### config.mk
export PLATFORM = sky130hd
export DESIGN_NAME = ahb_mtx_input_stage_flat
export DESIGN_NICKNAME = d
export VERILOG_FILES = /design/src/rtl/ahb_mtx_pkg.sv /design/src/rtl/ahb_mtx_input_stage_if.sv /design/src/rtl/ahb_mtx_hold_reg.sv /design/src/rtl/ahb_mtx_input_stage.sv /design/src/flat_wrapper.sv
export SDC_FILE = /design/constraint.sdc
export NUM_CORES = 1
export LEC_CHECK = 0
export CAP_MARGIN = 20
export CORE_AREA = 2 2 118 120
export CTS_CLUSTER_SIZE = 40
export DETAILED_ROUTE_END_ITERATION = 6
export DIE_AREA = 0 0 120 122
export PLACE_DENSITY = 0.85
export SYNTH_ARGS = -nofsm -noshare
export SYNTH_HDL_FRONTEND = slang
export SYNTH_SLANG_ARGS = --single-unit
### constraint.sdc
create_clock -name HCLK -period 2.1 [get_ports HCLK]
set_input_delay 0.525 -clock HCLK [delete_from_list [all_inputs] [get_ports HCLK]]
set_output_delay 0.525 -clock HCLK [all_outputs]
set_load 0.01 [all_outputs]
### src/rtl/ahb_mtx_pkg.sv
// Shared encodings for the L1 AHB bus matrix.
// Imported by every matrix stage.
package ahb_mtx_pkg;

    localparam logic [1:0] HTRANS_IDLE   = 2'b00;
    localparam logic [1:0] HTRANS_BUSY   = 2'b01;
    localparam logic [1:0] HTRANS_NONSEQ = 2'b10;
    localparam logic [1:0] HTRANS_SEQ    = 2'b11;

    localparam logic [2:0] HBURST_INCR = 3'b001;

    localparam logic [1:0] HRESP_OKAY  = 2'b00;
    localparam logic [1:0] HRESP_ERROR = 2'b01;

    typedef enum logic [1:0] {
        ST_IDLE = 2'b00,
        ST_HOLD = 2'b01,
        ST_DATA = 2'b10
    } state_e;

endpackage

### src/rtl/ahb_mtx_input_stage_if.sv
// Master-layer and output-stage signals of one matrix input port.
// slave = the input stage, master = its environment.
interface ahb_mtx_input_stage_if #(
    parameter int AW = 32,
    parameter int UW = 32,
    parameter int DW = 32
);
    logic          HSELS;
    logic [AW-1:0] HADDRS;
    logic [UW-1:0] HAUSERS;
    logic [1:0]    HTRANSS;
    logic          HWRITES;
    logic [2:0]    HSIZES;
    logic [2:0]    HBURSTS;
    logic [3:0]    HPROTS;
    logic [3:0]    HMASTERS;
    logic          HMASTLOCKS;
    logic [DW-1:0] HWDATAS;
    logic [UW-1:0] HWUSERS;
    logic          HREADYS;
    logic          HREADYOUTS;
    logic [1:0]    HRESPS;

    logic          sel_ip;
    logic [AW-1:0] addr_ip;
    logic [UW-1:0] auser_ip;
    logic [1:0]    trans_ip;
    logic          write_ip;
    logic [2:0]    size_ip;
    logic [2:0]    burst_ip;
    logic [3:0]    prot_ip;
    logic [3:0]    master_ip;
    logic          mastlock_ip;
    logic [DW-1:0] wdata_ip;
    logic [UW-1:0] wuser_ip;
    logic          held_tran_ip;
    logic          active_ip;
    logic          hreadymux_ip;
    logic          readyout_ip;
    logic [1:0]    resp_ip;

    modport slave (
        input  HSELS, HADDRS, HAUSERS, HTRANSS, HWRITES, HSIZES,
        input  HBURSTS, HPROTS, HMASTERS, HMASTLOCKS,
        input  HWDATAS, HWUSERS, HREADYS,
        input  active_ip, hreadymux_ip, readyout_ip, resp_ip,
        output HREADYOUTS, HRESPS,
        output sel_ip, addr_ip, auser_ip, trans_ip, write_ip,
        output size_ip, burst_ip, prot_ip, master_ip, mastlock_ip,
        output wdata_ip, wuser_ip, held_tran_ip
    );

    modport master (
        output HSELS, HADDRS, HAUSERS, HTRANSS, HWRITES, HSIZES,
        output HBURSTS, HPROTS, HMASTERS, HMASTLOCKS,
        output HWDATAS, HWUSERS, HREADYS,
        output active_ip, hreadymux_ip, readyout_ip, resp_ip,
        input  HREADYOUTS, HRESPS,
        input  sel_ip, addr_ip, auser_ip, trans_ip, write_ip,
        input  size_ip, burst_ip, prot_ip, master_ip, mastlock_ip,
        input  wdata_ip, wuser_ip, held_tran_ip
    );

endinterface

### src/rtl/ahb_mtx_hold_reg.sv
// Address-phase holding register with live/held output select.
// A held SEQ beat is replayed as NONSEQ INCR.
module ahb_mtx_hold_reg
    import ahb_mtx_pkg::*;
#(
    parameter int AW = 32,
    parameter int UW = 32
) (
    input  logic          HCLK,
    input  logic          HRESETn,
    input  logic          capture,
    input  logic          use_held,
    input  logic          sel,
    input  logic [AW-1:0] addr,
    input  logic [UW-1:0] auser,
    input  logic [1:0]    trans,
    input  logic          write,
    input  logic [2:0]    size,
    input  logic [2:0]    burst,
    input  logic [3:0]    prot,
    input  logic [3:0]    master,
    input  logic          mastlock,
    output logic          sel_ip,
    output logic [AW-1:0] addr_ip,
    output logic [UW-1:0] auser_ip,
    output logic [1:0]    trans_ip,
    output logic          write_ip,
    output logic [2:0]    size_ip,
    output logic [2:0]    burst_ip,
    output logic [3:0]    prot_ip,
    output logic [3:0]    master_ip,
    output logic          mastlock_ip
);

    logic          sel_q;
    logic [AW-1:0] addr_q;
    logic [UW-1:0] auser_q;
    logic [1:0]    trans_q;
    logic          write_q;
    logic [2:0]    size_q;
    logic [2:0]    burst_q;
    logic [3:0]    prot_q;
    logic [3:0]    master_q;
    logic          mastlock_q;
    logic          is_seq;

    // Once the beat is detached from its burst, the slave must see it as a fresh start.
    assign is_seq = (trans == HTRANS_SEQ);

    always_ff @(posedge HCLK or negedge HRESETn) begin
        if (!HRESETn) begin
            sel_q      <= 1'b0;
            addr_q     <= '0;
            auser_q    <= '0;
            trans_q    <= HTRANS_IDLE;
            write_q    <= 1'b0;
            size_q     <= '0;
            burst_q    <= '0;
            prot_q     <= '0;
            master_q   <= '0;
            mastlock_q <= 1'b0;
        end else if (capture) begin
            sel_q      <= sel;
            addr_q     <= addr;
            auser_q    <= auser;
            trans_q    <= is_seq ? HTRANS_NONSEQ : trans;
            write_q    <= write;
            size_q     <= size;
            burst_q    <= is_seq ? HBURST_INCR : burst;
            prot_q     <= prot;
            master_q   <= master;
            mastlock_q <= mastlock;
        end
    end

    assign sel_ip      = use_held ? sel_q      : sel;
    assign addr_ip     = use_held ? addr_q     : addr;
    assign auser_ip    = use_held ? auser_q    : auser;
    assign trans_ip    = use_held ? trans_q    : trans;
    assign write_ip    = use_held ? write_q    : write;
    assign size_ip     = use_held ? size_q     : size;
    assign burst_ip    = use_held ? burst_q    : burst;
    assign prot_ip     = use_held ? prot_q     : prot;
    assign master_ip   = use_held ? master_q   : master;
    assign mastlock_ip = use_held ? mastlock_q : mastlock;

endmodule

### src/rtl/ahb_mtx_input_stage.sv
// Per-master input stage of the L1 AHB matrix: holds an ungranted
// address phase and returns the owning slave's data-phase response.
module ahb_mtx_input_stage
    import ahb_mtx_pkg::*;
#(
    parameter int AW = 32,
    parameter int UW = 32,
    parameter int DW = 32
) (
    input logic                  HCLK,
    input logic                  HRESETn,
    ahb_mtx_input_stage_if.slave bus
);

    state_e        state_q;
    state_e        state_d;
    state_e        addr_next;
    logic          trans_req;
    logic          accept;
    logic          capture;
    logic          hreadyout;
    logic [1:0]    hresp;
    logic [DW-1:0] wdata;

    assign trans_req = bus.HSELS & bus.HTRANSS[1] & bus.HREADYS;
    assign accept    = bus.active_ip & bus.hreadymux_ip;

    // Where a freshly presented address phase goes.
    assign addr_next = !trans_req ? ST_IDLE :
                       accept     ? ST_DATA : ST_HOLD;

    always_ff @(posedge HCLK or negedge HRESETn) begin
        if (!HRESETn) state_q <= ST_IDLE;
        else          state_q <= state_d;
    end

    always_comb begin
        state_d   = state_q;
        capture   = 1'b0;
        hreadyout = 1'b1;
        hresp     = HRESP_OKAY;
        unique case (state_q)
            ST_IDLE: begin
                state_d = addr_next;
                capture = trans_req & ~accept;
            end
            ST_HOLD: begin
                hreadyout = 1'b0;
                if (accept) state_d = ST_DATA;
            end
            ST_DATA: begin
                hreadyout = bus.readyout_ip;
                hresp     = bus.resp_ip;
                if (bus.readyout_ip) begin
                    state_d = addr_next;
                    capture = trans_req & ~accept;
                end
            end
            default: state_d = ST_IDLE;
        endcase
    end

    ahb_mtx_hold_reg #(
        .AW (AW),
        .UW (UW)
    ) u_hold (
        .HCLK        (HCLK),
        .HRESETn     (HRESETn),
        .capture     (capture),
        .use_held    (state_q == ST_HOLD),
        .sel         (bus.HSELS),
        .addr        (bus.HADDRS),
        .auser       (bus.HAUSERS),
        .trans       (bus.HTRANSS),
        .write       (bus.HWRITES),
        .size        (bus.HSIZES),
        .burst       (bus.HBURSTS),
        .prot        (bus.HPROTS),
        .master      (bus.HMASTERS),
        .mastlock    (bus.HMASTLOCKS),
        .sel_ip      (bus.sel_ip),
        .addr_ip     (bus.addr_ip),
        .auser_ip    (bus.auser_ip),
        .trans_ip    (bus.trans_ip),
        .write_ip    (bus.write_ip),
        .size_ip     (bus.size_ip),
        .burst_ip    (bus.burst_ip),
        .prot_ip     (bus.prot_ip),
        .master_ip   (bus.master_ip),
        .mastlock_ip (bus.mastlock_ip)
    );

    assign wdata         = bus.HWDATAS;
    assign bus.wdata_ip  = wdata;
    assign bus.wuser_ip  = bus.HWUSERS;

    assign bus.held_tran_ip = (state_q == ST_HOLD) | trans_req;
    assign bus.HREADYOUTS   = hreadyout;
    assign bus.HRESPS       = hresp;

    // The layer must keep HREADY low while a transfer is parked here.
    a_no_req_in_hold: assert property (
        @(posedge HCLK) disable iff (!HRESETn)
        (state_q == ST_HOLD) |-> !trans_req
    );

endmodule

### src/flat_wrapper.sv
// flat-port wrapper written by rule: the top's interface ports become plain ports
module ahb_mtx_input_stage_flat import ahb_mtx_pkg::*;
#(
    parameter int AW = 32,
    parameter int UW = 32,
    parameter int DW = 32
)
  (HCLK, HRESETn, bus_HSELS, bus_HADDRS, bus_HAUSERS, bus_HTRANSS, bus_HWRITES, bus_HSIZES, bus_HBURSTS, bus_HPROTS, bus_HMASTERS, bus_HMASTLOCKS, bus_HWDATAS, bus_HWUSERS, bus_HREADYS, bus_active_ip, bus_hreadymux_ip, bus_readyout_ip, bus_resp_ip, bus_HREADYOUTS, bus_HRESPS, bus_sel_ip, bus_addr_ip, bus_auser_ip, bus_trans_ip, bus_write_ip, bus_size_ip, bus_burst_ip, bus_prot_ip, bus_master_ip, bus_mastlock_ip, bus_wdata_ip, bus_wuser_ip, bus_held_tran_ip);
  ahb_mtx_input_stage_if #(.AW(AW), .UW(UW), .DW(DW)) bus_i ();
  input logic HCLK;
  input logic HRESETn;
  input wire logic [$bits(bus_i.HSELS)-1:0] bus_HSELS;
  input wire logic [$bits(bus_i.HADDRS)-1:0] bus_HADDRS;
  input wire logic [$bits(bus_i.HAUSERS)-1:0] bus_HAUSERS;
  input wire logic [$bits(bus_i.HTRANSS)-1:0] bus_HTRANSS;
  input wire logic [$bits(bus_i.HWRITES)-1:0] bus_HWRITES;
  input wire logic [$bits(bus_i.HSIZES)-1:0] bus_HSIZES;
  input wire logic [$bits(bus_i.HBURSTS)-1:0] bus_HBURSTS;
  input wire logic [$bits(bus_i.HPROTS)-1:0] bus_HPROTS;
  input wire logic [$bits(bus_i.HMASTERS)-1:0] bus_HMASTERS;
  input wire logic [$bits(bus_i.HMASTLOCKS)-1:0] bus_HMASTLOCKS;
  input wire logic [$bits(bus_i.HWDATAS)-1:0] bus_HWDATAS;
  input wire logic [$bits(bus_i.HWUSERS)-1:0] bus_HWUSERS;
  input wire logic [$bits(bus_i.HREADYS)-1:0] bus_HREADYS;
  input wire logic [$bits(bus_i.active_ip)-1:0] bus_active_ip;
  input wire logic [$bits(bus_i.hreadymux_ip)-1:0] bus_hreadymux_ip;
  input wire logic [$bits(bus_i.readyout_ip)-1:0] bus_readyout_ip;
  input wire logic [$bits(bus_i.resp_ip)-1:0] bus_resp_ip;
  output wire logic [$bits(bus_i.HREADYOUTS)-1:0] bus_HREADYOUTS;
  output wire logic [$bits(bus_i.HRESPS)-1:0] bus_HRESPS;
  output wire logic [$bits(bus_i.sel_ip)-1:0] bus_sel_ip;
  output wire logic [$bits(bus_i.addr_ip)-1:0] bus_addr_ip;
  output wire logic [$bits(bus_i.auser_ip)-1:0] bus_auser_ip;
  output wire logic [$bits(bus_i.trans_ip)-1:0] bus_trans_ip;
  output wire logic [$bits(bus_i.write_ip)-1:0] bus_write_ip;
  output wire logic [$bits(bus_i.size_ip)-1:0] bus_size_ip;
  output wire logic [$bits(bus_i.burst_ip)-1:0] bus_burst_ip;
  output wire logic [$bits(bus_i.prot_ip)-1:0] bus_prot_ip;
  output wire logic [$bits(bus_i.master_ip)-1:0] bus_master_ip;
  output wire logic [$bits(bus_i.mastlock_ip)-1:0] bus_mastlock_ip;
  output wire logic [$bits(bus_i.wdata_ip)-1:0] bus_wdata_ip;
  output wire logic [$bits(bus_i.wuser_ip)-1:0] bus_wuser_ip;
  output wire logic [$bits(bus_i.held_tran_ip)-1:0] bus_held_tran_ip;
  assign bus_i.HSELS = bus_HSELS;
  assign bus_i.HADDRS = bus_HADDRS;
  assign bus_i.HAUSERS = bus_HAUSERS;
  assign bus_i.HTRANSS = bus_HTRANSS;
  assign bus_i.HWRITES = bus_HWRITES;
  assign bus_i.HSIZES = bus_HSIZES;
  assign bus_i.HBURSTS = bus_HBURSTS;
  assign bus_i.HPROTS = bus_HPROTS;
  assign bus_i.HMASTERS = bus_HMASTERS;
  assign bus_i.HMASTLOCKS = bus_HMASTLOCKS;
  assign bus_i.HWDATAS = bus_HWDATAS;
  assign bus_i.HWUSERS = bus_HWUSERS;
  assign bus_i.HREADYS = bus_HREADYS;
  assign bus_i.active_ip = bus_active_ip;
  assign bus_i.hreadymux_ip = bus_hreadymux_ip;
  assign bus_i.readyout_ip = bus_readyout_ip;
  assign bus_i.resp_ip = bus_resp_ip;
  assign bus_HREADYOUTS = bus_i.HREADYOUTS;
  assign bus_HRESPS = bus_i.HRESPS;
  assign bus_sel_ip = bus_i.sel_ip;
  assign bus_addr_ip = bus_i.addr_ip;
  assign bus_auser_ip = bus_i.auser_ip;
  assign bus_trans_ip = bus_i.trans_ip;
  assign bus_write_ip = bus_i.write_ip;
  assign bus_size_ip = bus_i.size_ip;
  assign bus_burst_ip = bus_i.burst_ip;
  assign bus_prot_ip = bus_i.prot_ip;
  assign bus_master_ip = bus_i.master_ip;
  assign bus_mastlock_ip = bus_i.mastlock_ip;
  assign bus_wdata_ip = bus_i.wdata_ip;
  assign bus_wuser_ip = bus_i.wuser_ip;
  assign bus_held_tran_ip = bus_i.held_tran_ip;
  ahb_mtx_input_stage #(.AW(AW), .UW(UW), .DW(DW)) u_core (.HCLK(HCLK), .HRESETn(HRESETn), .bus(bus_i));
endmodule
==> run metrics <==
Final WS setup -0.0224 ns; Synthesis Warnings 0; Total GRT Usage 0.184; Vias per Instance ~4.6; Post-CTS Hold Buffers 0; clock sink total between 80 and 90; post-synth top area share 0.431; CP max FO 7; Max VDD drop between 400 and 500 uV; Final Hold Slack between 0.2 and 0.25 ns; Avg Synthesized Cell Area ~9.3 um2; internal power slightly below 5 mW; Root Driver clkbuf_16; via count roughly 4100; P_sw 2.14 mW; area of the mapped netlist between 4000 and 5000 um2; Max Root-Sink Buffers 2; total CTS buffers 9; P per Cell Area 928 nW/um2; layout cells sized above 1 0.466; largest net degree at the start of global routing 86; combinational share of power 0.401; Fin. Hold Viols 0; Setup CP Type flop to output pin; Critical Path End Type output pin; CP Data Required Time 1.57 ns; post-synthesis sequential area ratio 0.431; failing checks setup timing; Lkg Pwr 3.87 nW; routed wl met2 7020 um; final worst-path cycle share 1.01; setup TNS -0.0809 ns; CP Launch Type flop; initial core utilization 0.366; Clk Latency, worst-skew pair 0.34 ns; Detailed Routing Iterations Pass 1 4; max_cap viols 0; remaining antenna violation count 0; WL met3 733 um; post-synth top area cell dfrtp_1; dpl ws -0.174 ns; Die Ht 122 um; # DRC 0; final setup violation count 7; Post-Layout Inst Area 7510 um2; total wire length 14200 um; Placed Area 6610 um2; Mapped Cells 529; global-route wire length before repair 20900 um; PortBufs 177; wire length on met1 6160 um; Core Footprint 13500 um2; vias in the first global route 3991; row cnt 43; clk slew on worst S/H paths around 0.070 ns; hpwl dp just over 8000 um; Avg WL per Cell 16.2 um; clock power share 0.249; Sw Share 0.308; Fmax 471 MHz; status finished with violations; H-tree depth 3; Congestion Overflow GR 0; CTS tree done; Slew Limit Fails 0; Flop pwr share 0.350; Final Critical Period 2.12 ns; synth top area cells dfrtp_1, nand2_1, mux2_4, buf_4, mux2_2; initial antenna violation count 0; GPL Wtd Cong around 0.73; worst-margin pin slew 0.464 ns; crit path DAT 1.60 ns; DIE AREA ~15000 um2; Die W 120 um; post-synth net total 684; Max Used Layer met4; initial DRC count slightly below 200; most frequent cells in the layout nand2_1, clkdlybuf4s50_1, dfrtp_1; non-filler cells, final 873; Worst slew margin 0.691; Layout area overhead 52.0%; Clock Skew 0.00954 ns; placed insts 823; commonest non-fill, non-tap cell in the layout nand2_1; IO Pins 306; unrepaired setup endpoints after global routing true; worst hold path type input pin to async pin; number of distinct library cells after synthesis 20; final net count approximately 840; number of diodes 0; Synth Register Bits 85
## stage by stage
stage           util  total power, mW
6_report       0.556             6.96
5_1_grt        0.556             7.35
4_1_cts        0.524             6.72
3_5_place_dp   0.490             4.81
3_3_place_gp   0.490             4.74
2_1_floorplan      -             3.80
## cell families after synthesis
kind of cell,share of synthesized area
buffers and inverters,0.133
flip-flops,0.431
AO/OA/AOI/OAI,0.00329
multiplexers,0.223
AND/OR/NAND/NOR,0.210
## layer usage
metal  GRT usage  vias to the layer above
li1            -                     1929
met1       0.238                     1962
met2       0.294                      148
met3      0.0398                       19
met4      0.0846                        0
met5           0                        -
## critical path, cell delays in order, from the launching register on
cell and delay [ns]:
dfrtp_2 0.44, nor2b_4 0.16, buf_8 0.16, buf_16 0.13, buf_12 0.14, nand2_1 0.06, nand2_1 0.05, buf_2 0.12
## repair_timing
| item | in CTS | in global routing |
|---|---|---|
| setup endpoints to repair | 87 | 84 |
| resized for setup | 375 | 131 |
| pin swaps | 10 | 80 |
| hold endpoints to repair | 0 | 0 |
| buffers inserted | 28 | 4 |
| cloned | 8 | 2 |
## cell usage after synthesis
library cell  number
and3b_1            2
nand2b_1           5
buf_2              9
mux2_2            24
nand2_1          252
mux2i_1            2
buf_4             64
buf_6              7
mux2_4            54
and4b_1            1
and2_1             1
inv_1              2
nand3_1            2
o22ai_1            1
o21ai_0            2
nor2b_1            1
buf_1              3
clkbuf_1           9
nor2_1             3
dfrtp_1           85
## layout make-up
cell class              count  area, um2
flip-flops and latches     85       2130
fillers                  1179       6000
well taps                 180        225
clock buffers               9        225
repair buffers            240       2340
inverters                   2       7.51
multi-input cells         350       2480
clock inverters             7       96.3
## worst paths after layout
path                                            startpoint                                   end  slack [ns]  depth (start not counted)
min reg2reg                u_core.u_hold.sel_q$_DFFE_PN0P_       u_core.u_hold.sel_q$_DFFE_PN0P_        0.47                          1
min in group HCLK          u_core.u_hold.sel_q$_DFFE_PN0P_       u_core.u_hold.sel_q$_DFFE_PN0P_        0.47                          1
max reg2reg                  u_core.state_q[0]$_DFFE_PN0P_  u_core.u_hold.addr_q[28]$_DFFE_PN0P_        0.12                          7
max                          u_core.state_q[1]$_DFFE_PN0P_                       bus_auser_ip[1]       -0.02                          7
min                                                HRESETn   u_core.u_hold.size_q[1]$_DFFE_PN0P_        0.22                          2
max in group asynchronous                          HRESETn         u_core.state_q[1]$_DFFE_PN0P_        1.50                          2
## power by group through the flow
stage                     Combinational, mW  Sequential [mW]  Clock [mW]
after floorplan                        1.44             2.36           0
after global placement                 2.34             2.40           0
after detailed placement               2.38             2.42           0
after CTS                              2.54             2.40        1.78
after global routing                   3.00             2.50        1.85
final                                  2.79             2.44        1.74
## state kept, by name, indices dropped and copies added, names as in the netlist
register,flops
u_core.state_q,2
u_core.u_hold.addr_q,32
u_core.u_hold.auser_q,32
u_core.u_hold.burst_q,3
u_core.u_hold.master_q,4
u_core.u_hold.mastlock_q,1
u_core.u_hold.prot_q,4
u_core.u_hold.sel_q,1
u_core.u_hold.size_q,3
u_core.u_hold.trans_q,2
u_core.u_hold.write_q,1
No activity file was read; power rests on OpenSTA's default activity.
